==> src/rtl/branch_target_buffer.sv <==
// Direct-mapped BTB with 2-bit saturating direction counters, trained by execute-stage resolution.
// Lookup is combinational (zero latency). Updates commit at the clock edge. No backpressure: one update per cycle.
// Perf counters saturate at all-ones.
module branch_target_buffer #(
    parameter int INDEX_BITS = 4
) (
    input  logic        clk,
    input  logic        rst_n,
    input  logic [31:0] if_pc,
    output logic        predicted_taken,
    output logic [31:0] predicted_target,
    input  logic [31:0] ex_pc,
    input  logic        ex_update,
    input  logic        ex_is_jump,
    input  logic        ex_taken,
    input  logic [31:0] ex_target,
    input  logic        ex_mispredict,
    output logic [31:0] hit_count,
    output logic [31:0] mispredict_count
);
    localparam int TAG_BITS = 30 - INDEX_BITS;
    localparam int ENTRIES  = 1 << INDEX_BITS;

    logic                valid_q  [ENTRIES];
    logic [TAG_BITS-1:0] tag_q    [ENTRIES];
    logic [31:0]         target_q [ENTRIES];
    logic [1:0]          ctr_q    [ENTRIES];

    logic [INDEX_BITS-1:0] if_idx, ex_idx;
    logic [TAG_BITS-1:0]   if_tag, ex_tag;
    logic                  lookup_hit, ex_hit;

    logic        upd_en;
    logic [31:0] upd_target;
    logic [1:0]  upd_ctr;

    logic [31:0] hit_cnt_q, hit_cnt_d;
    logic [31:0] mispredict_cnt_q, mispredict_cnt_d;

    // Instruction alignment bits carry no information for indexing or tagging.
    logic unused_pc_bits;
    assign unused_pc_bits = ^{if_pc[1:0], ex_pc[1:0]};

    assign if_idx = if_pc[2+INDEX_BITS-1:2];
    assign if_tag = if_pc[31:2+INDEX_BITS];
    assign ex_idx = ex_pc[2+INDEX_BITS-1:2];
    assign ex_tag = ex_pc[31:2+INDEX_BITS];

    assign lookup_hit       = valid_q[if_idx] && (tag_q[if_idx] == if_tag);
    assign ex_hit           = valid_q[ex_idx] && (tag_q[ex_idx] == ex_tag);
    assign predicted_taken  = lookup_hit && ctr_q[if_idx][1];
    assign predicted_target = lookup_hit ? target_q[if_idx] : 32'h0;

    // ex_* fields are only examined under ex_update, so garbage on them is harmless.
    always_comb begin
        upd_en     = 1'b0;
        upd_target = target_q[ex_idx];
        upd_ctr    = ctr_q[ex_idx];
        if (ex_update) begin
            if (ex_is_jump) begin
                upd_en     = 1'b1;
                upd_target = ex_target;
                upd_ctr    = 2'b11;
            end else if (ex_hit) begin
                upd_en = 1'b1;
                if (ex_taken) begin
                    upd_target = ex_target;
                    upd_ctr    = (ctr_q[ex_idx] == 2'b11) ? 2'b11 : ctr_q[ex_idx] + 2'd1;
                end else begin
                    upd_ctr    = (ctr_q[ex_idx] == 2'b00) ? 2'b00 : ctr_q[ex_idx] - 2'd1;
                end
            end else if (ex_taken) begin
                upd_en     = 1'b1;
                upd_target = ex_target;
                upd_ctr    = 2'b10;
            end
        end
    end

    always_ff @(posedge clk or negedge rst_n) begin
        if (!rst_n) begin
            for (int i = 0; i < ENTRIES; i++) begin
                valid_q[i]  <= 1'b0;
                tag_q[i]    <= '0;
                target_q[i] <= 32'h0;
                ctr_q[i]    <= 2'b01;
            end
        end else if (upd_en) begin
            valid_q[ex_idx]  <= 1'b1;
            tag_q[ex_idx]    <= ex_tag;
            target_q[ex_idx] <= upd_target;
            ctr_q[ex_idx]    <= upd_ctr;
        end
    end

    assign hit_cnt_d = (lookup_hit && (hit_cnt_q != 32'hFFFF_FFFF))
                     ? hit_cnt_q + 32'd1 : hit_cnt_q;
    assign mispredict_cnt_d = (ex_update && ex_mispredict && (mispredict_cnt_q != 32'hFFFF_FFFF))
                            ? mispredict_cnt_q + 32'd1 : mispredict_cnt_q;

    always_ff @(posedge clk or negedge rst_n) begin
        if (!rst_n) begin
            hit_cnt_q        <= 32'h0;
            mispredict_cnt_q <= 32'h0;
        end else begin
            hit_cnt_q        <= hit_cnt_d;
            mispredict_cnt_q <= mispredict_cnt_d;
        end
    end

    assign hit_count        = hit_cnt_q;
    assign mispredict_count = mispredict_cnt_q;

endmodule

==> config.mk <==
export PLATFORM = sky130hd
export DESIGN_NAME = branch_target_buffer
export DESIGN_NICKNAME = d
export VERILOG_FILES = /design/src/rtl/branch_target_buffer.sv
export SDC_FILE = /design/constraint.sdc
export NUM_CORES = 2
export LEC_CHECK = 0
export CAP_MARGIN = 15
export CORE_MARGIN = 2
export CORE_UTILIZATION = 50
export CTS_BUF_LIST = sky130_fd_sc_hd__clkbuf_4
export CTS_CLUSTER_SIZE = 24
export DETAILED_ROUTE_END_ITERATION = 7
export HOLD_SLACK_MARGIN = 0.06
export PLACE_DENSITY = 0.67
export SLEW_MARGIN = 20
export SYNTH_ARGS = -nofsm -noshare
export SYNTH_HDL_FRONTEND = slang
export SYNTH_SLANG_ARGS = --single-unit
==> constraint.sdc <==
create_clock -name clk -period 4.5 [get_ports clk]
set_input_delay 0.45 -clock clk [delete_from_list [all_inputs] [get_ports clk]]
set_output_delay 0.45 -clock clk [all_outputs]
set_load 0.02 [all_outputs]
Word level (Yosys, flattened, before mapping)
Index checks and enable logic that the tools add are counted.

$add $sub $neg: 4. Magnitude comparators: 3. Eq/ne operators: 5. Muxes and demuxes: 50. Bitwise operators: 3. Reductions and logical operators: 8.

Operators by type and width (count): bitwise mux 512 bit (1); bitwise mux 416 bit (1); two-way mux 32 bit (9); binary-select mux 32 bit (select 4 bit) (2); binary-select mux 26 bit (select 4 bit) (2); two-way mux 26 bit (5); demux 32 bit (select 4 bit) (1); demux 26 bit (select 4 bit) (1); adder 32 x 1 -> 32 bit (second input constant) (2); inequality test 32 bit (second input constant) (2); equality test 26 bit (2); bitwise mux 32 bit (1); two-way mux 2 bit (12); binary-select mux 2 bit (select 4 bit) (2); OR 16 bit (1); greater-or-equal comparator 5 bit (second input constant) (2); inverter 4 -> 5 bit (2); two-way mux 1 bit (9); binary-select mux 1 bit (select 4 bit) (2); demux 2 bit (select 4 bit) (1); logical AND 1 bit (7); less-than comparator 5 x 1 -> 1 bit (second input constant) (1); demux 1 bit (select 4 bit) (1); adder 2 x 1 -> 2 bit (second input constant) (1); 3 further kinds (3).

Bits in registers: 1040. Input bits: 102. Word-level logic and storage cells: 139.

Longest topological paths before layout
Depth in word-level cells: 11. Gate-level depth with buffers: 16. Depth with buffers taken out: 9.

Least setup slack after synthesis
No wires, ideal clock.

Kind: input to register. Start: input port ex_pc[2]. End: register target_q[104] (netlist bit). Setup time: 0.125 ns. Arrival time: 3.870 ns. Setup slack: 0.505 ns. Stages: 12. Path through: buf_4 > buf_6 > buf_8 > buf_4 > buf_2 > buf_2 > buf_1 > mux4_2 > mux4_2 > mux2_2 > clkbuf_1 > mux2_2.

Word-level cells in the longest chain between the ends: 9. Elaborated cells between the ends (all ways): 24.

Ends and longest elaborated chain: start: declaration (RTL line 12) `input logic [31:0] ex_pc,`; inverter 4 -> 5 bit (implied by the code) * (RTL line 50, 57, 91); binary-select mux 26 bit (select 4 bit) (RTL line 50) `assign ex_hit = valid_q[ex_idx] && (tag_q[ex_idx] == ex_tag);`; two-way mux 26 bit (implied by the code) (2 in a row) (RTL line 50); equality test 26 bit (RTL line 50); logical AND 1 bit (RTL line 50); two-way mux 1 bit (RTL line 64) `end else if (ex_hit) begin`; two-way mux 1 bit (RTL line 60) `if (ex_is_jump) begin`; two-way mux 1 bit (RTL line 59) `if (ex_update) begin`; end signal: indexed assignment (RTL line 91) `target_q[ex_idx] <= upd_target;`; end: declaration (RTL line 26) `logic [31:0] target_q [ENTRIES];`.

Every way passes the cells marked *; elsewhere a longest branch is shown, timed or not. The select of a mux whose other input is x is not followed. A chain may end at the register's enable or synchronous reset.

Final worst setup path
Start: register tag_q[324] (netlist bit). End: output port predicted_target[8].

Word-level cells in the longest chain between the ends: 6.

Ends and longest elaborated chain: start: declaration (RTL line 25) `logic [TAG_BITS-1:0] tag_q [ENTRIES];`; start signal: indexed assignment (RTL line 90) `tag_q[ex_idx] <= ex_tag;`; binary-select mux 26 bit (select 4 bit) (RTL line 49) `assign lookup_hit = valid_q[if_idx] && (tag_q[if_idx] == if_tag);`; two-way mux 26 bit (implied by the code) (2 in a row) (RTL line 49); equality test 26 bit (RTL line 49); logical AND 1 bit (RTL line 49); two-way mux 32 bit (RTL line 52) `assign predicted_target = lookup_hit ? target_q[if_idx] : 32'h0;`; end: declaration (RTL line 11) `output logic [31:0] predicted_target,`.

Every way passes these cells. The select of a mux whose other input is x is not followed.

==> metrics.log <==
[metrics] most area-consuming cells after synthesis: sky130_fd_sc_hd__dfrtp_1 46%, sky130_fd_sc_hd__mux4_2 21%, sky130_fd_sc_hd__mux2_2 19%
[metrics] path category of the worst min-delay check: in -> reg
[metrics] leading cell types by count after synthesis: 1024 x sky130_fd_sc_hd__dfrtp_1, 957 x sky130_fd_sc_hd__mux2_2, 515 x sky130_fd_sc_hd__mux4_2
[metrics] Worst IR Drop VDD: 0.000225 V
[metrics] Critical Path RT: 4050 ps
[metrics] Initial DRT Pass Iterations: 7
[metrics] detailed-route DRC error count: 0
[metrics] dominant synthesized flop cell: sky130_fd_sc_hd__dfrtp_1
[metrics] post-layout net count: between 4000 and 5000
[metrics] DR WL/cell: 27.7 um
[metrics] Finished Core Util: between 50% and 60%
[metrics] Final WS setup: -143 ps
[metrics] number of DRC violations after detailed-routing iteration 0: 2938
[metrics] die height: around 340 um
[metrics] IO Port Bufs: between 150 and 200
[metrics] minimum setup slack after placement: 167 ps
[metrics] starting density of the core: roughly half
[metrics] buffer depth of the longest clock path: 4
[metrics] H-tree depth: 5
[metrics] peak fanout along the critical path: 5
[metrics] largest area contributor in the netlist: sky130_fd_sc_hd__dfrtp_1
[metrics] period utilisation layout: 103%
[metrics] vias in the first global route: between 30000 and 40000
[metrics] residual overflow from global routing: 0
[metrics] flop and latch count out of synthesis: 1040
[metrics] root buffer cell: sky130_fd_sc_hd__clkbuf_4
[metrics] boundary pin count: approximately 200
[metrics] die area: 0.115 mm2
[metrics] min cycle time layout: approximately 4600 ps
[metrics] fill count: 8825
[metrics] launch point of the worst hold path: ex_pc[15]
[metrics] Worst-Margin Slew: 1010 ps
[metrics] share of post-route cells with drive strength above 1: 53.8%
[metrics] nets in the synthesized netlist: 3737
[metrics] arrival time at the worst endpoint: 4190 ps
[metrics] share of synthesized registers carrying an async set or reset: between 90% and 100%
[metrics] number of endpoints with negative hold slack in the final report: 0
[metrics] violated checks: negative setup slack
[metrics] number of buffers added by the clock tree synthesis step: slightly above 300
[metrics] clock transition at the registers of the reported paths: 60 ps
[metrics] Yosys warning count: 0
[metrics] standard-cell rows: 122
[metrics] PD cells: about 440 mW/mm2
[metrics] Final GP Congestion: approximately 0.91
[metrics] overall power: ~29 mW
[metrics] residual antenna-violating net count after detailed routing: 0
[metrics] total wire length: 158000 um
[metrics] EDFF count, synth: 0
[metrics] initial antenna violation count: 7
[metrics] final clock skew: 132 ps
[metrics] Unique masters post-synth: a little over 80
[metrics] Max Clock Freq: 215 MHz
[metrics] most frequent cell after synthesis: sky130_fd_sc_hd__dfrtp_1
[metrics] tightest slew margin relative to the limit: 32.4%
[metrics] synthesized netlist cell count: 3633
[metrics] source of the worst register-to-register timing path: tag_q[324]$_DFFE_PN0P_
[metrics] number of vias per cell after detailed routing: 6.27
[metrics] CTS tree: yes
[metrics] relative area change from synthesis to final layout: 16.0%
[metrics] post-synthesis instance area: 0.0562 mm2
[metrics] setup repair after global routing missed its margin: yes
[metrics] DPL Wire Length: between 90000 and 100000 um
[metrics] Maximum Capacitance Violations: 0
[metrics] part of the Yosys area used for sequential elements: a little under half
[metrics] worst setup path start: tag_q[324]$_DFFE_PN0P_
[metrics] Leakage Power: approximately 28 nW
[metrics] path type of the worst setup path: reg -> out
[metrics] # setup viols final: 33
[metrics] total clock sinks: 1040
[metrics] Clock Latency Late Sink: 1250 ps
[metrics] critical path startpoint category: flop
[metrics] pin count of the biggest net entering global routing: between 100 and 150
[metrics] wire length of the first global-routing pass: 243000 um
[metrics] standard cell core area: 0.111 mm2
[metrics] area share of the largest cell type after synthesis: 45.6%
[metrics] Critical Path Sink Type: primary output
[metrics] average size of a mapped cell: 15.5 um2
[metrics] Final Max Slew Viols: 0
[metrics] overall track demand over capacity in global routing: 28.0%
[metrics] overall die width: 339 um
[metrics] status: finished with violations
[metrics] total via count after detailed routing: 35800
placed cells by master, fill, tap and decap left out, types with 8 or more instances in the layout:
master	count
sky130_fd_sc_hd__clkinv_1	48
sky130_fd_sc_hd__inv_1	23
sky130_fd_sc_hd__mux2_1	63
sky130_fd_sc_hd__nand4_1	16
sky130_fd_sc_hd__clkbuf_4	442
sky130_fd_sc_hd__or2_2	17
sky130_fd_sc_hd__dfstp_2	16
sky130_fd_sc_hd__nor3_1	23
sky130_fd_sc_hd__nand2_1	62
sky130_fd_sc_hd__a22o_1	17
sky130_fd_sc_hd__mux4_2	515
sky130_fd_sc_hd__nor2_1	27
sky130_fd_sc_hd__and3_4	13
sky130_fd_sc_hd__buf_12	93
sky130_fd_sc_hd__nand3_1	38
sky130_fd_sc_hd__clkdlybuf4s50_1	152
sky130_fd_sc_hd__nor4_1	14
sky130_fd_sc_hd__mux2_2	957
sky130_fd_sc_hd__xor2_1	36
sky130_fd_sc_hd__a22oi_1	14
sky130_fd_sc_hd__o22ai_1	10
sky130_fd_sc_hd__o21ai_0	19
sky130_fd_sc_hd__buf_6	33
sky130_fd_sc_hd__a21oi_4	16
sky130_fd_sc_hd__mux2i_1	143
sky130_fd_sc_hd__xnor2_1	67
sky130_fd_sc_hd__diode_2	8
sky130_fd_sc_hd__dfrtp_1	1024
sky130_fd_sc_hd__buf_4	126
sky130_fd_sc_hd__and3_1	32
layout make-up:
type	count	area [um2]	share of cell area (%)
Sequential cell	1040	26000	40.0
Multi-Input combinational cell	2221	28500	43.7
Timing Repair Buffer	421	4980	7.65
Clock buffer	442	3320	5.09
Clock inverter	59	343	0.526
Antenna cell	8	20.0	0.0307
Inverter	25	96.3	0.148
Tap cell	1488	1860	2.86
per-layer routing:
| metal | GRT usage (%) | routed length [um] | share of wire [%] | vias up |
|---|---|---|---|---|
| met4 | 9.37 | 4330 | 2.7 | 6 |
| met1 | 39.1 | 67300 | 43 | 19100 |
| li1 | - | - | - | 15000 |
| met3 | 5.06 | 10400 | 6.6 | 308 |
| met2 | 44.6 | 76200 | 48 | 1319 |
| met5 | 0 | 43 | 0.027 | - |
through the flow:
stage / setup TNS (ps) / instances / instance area (um2) / hold WS (ps)
final: -3160 / 5704 / 65200 / 174
after global routing: -9270 / 5704 / 65200 / 125
after CTS: -5580 / 5696 / 65000 / 83.9
after detailed placement: 0 / 5174 / 61100 / 474
after global placement: 0 / 5174 / 61100 / 464
after floorplan: 0 / 3633 / 56200 / 154
final timing paths:
check	end	slack (ps)	cells past startpoint
setup / recovery	predicted_target[8]	-140	12
hold / removal	tag_q[321]$_DFFE_PN0P_	170	2
setup reg to reg	hit_count[3]$_DFFE_PN0P_	370	18
hold reg to reg	valid_q[14]$_DFFE_PN0P_	490	1
max in group asynchronous	target_q[471]$_DFFE_PN0P_	3050	4
min in group asynchronous	ctr_q[30]$_DFFE_PN1P_	700	3
worst max-delay path, cell delays in order, from the launching register on:
cell                      delay (ps)
sky130_fd_sc_hd__dfrtp_1         390
sky130_fd_sc_hd__mux4_2          480
sky130_fd_sc_hd__mux2i_1         150
sky130_fd_sc_hd__mux2i_1         130
sky130_fd_sc_hd__xnor2_1         190
sky130_fd_sc_hd__buf_4           190
sky130_fd_sc_hd__nand4_1         230
sky130_fd_sc_hd__nor4_4          350
sky130_fd_sc_hd__buf_6           160
sky130_fd_sc_hd__buf_12          150
sky130_fd_sc_hd__buf_16          170
sky130_fd_sc_hd__and3_4          200
sky130_fd_sc_hd__buf_6           110
where the power goes:
part	switching, mW	internal (mW)	total, mW
clock	4.02	4.69	8.71
combinational	2.66	4.18	6.85
sequential	1.53	11.5	13.0
total	8.21	20.3	28.6
sequential cells by signal, indices dropped and copies added, names as in the netlist:
name / flops
target_q: 512
tag_q: 416
ctr_q: 32
hit_count: 32
mispredict_count: 32
valid_q: 16
cells by family (layout without fill, tap and decap cells):
group	after synthesis	count (layout)	share of synthesized area, %
AOI/OAI and AO/OA	136	136	1.85
xor gates and xnor gates	104	104	1.62
adders and majority gates	3	3	0.0623
buffers and inverters	372	947	3.36
DFF	1040	1040	46.4
muxes	1682	1682	43.8
other	0	8	0
and+or+nand+nor	296	296	2.94
timing repair:
| action | CTS | global route |
|---|---|---|
| pin swaps | 2 | 6 |
| endpoints found under the setup margin | 33 | 33 |
| hold buffers | 8 | 0 |
| cloned | 5 | 0 |
| resized for setup | 188 | 32 |
| endpoints found under the hold margin | 1046 | 0 |
| buffers inserted | 8 | 2 |
Power figures use the tool's default switching activity.
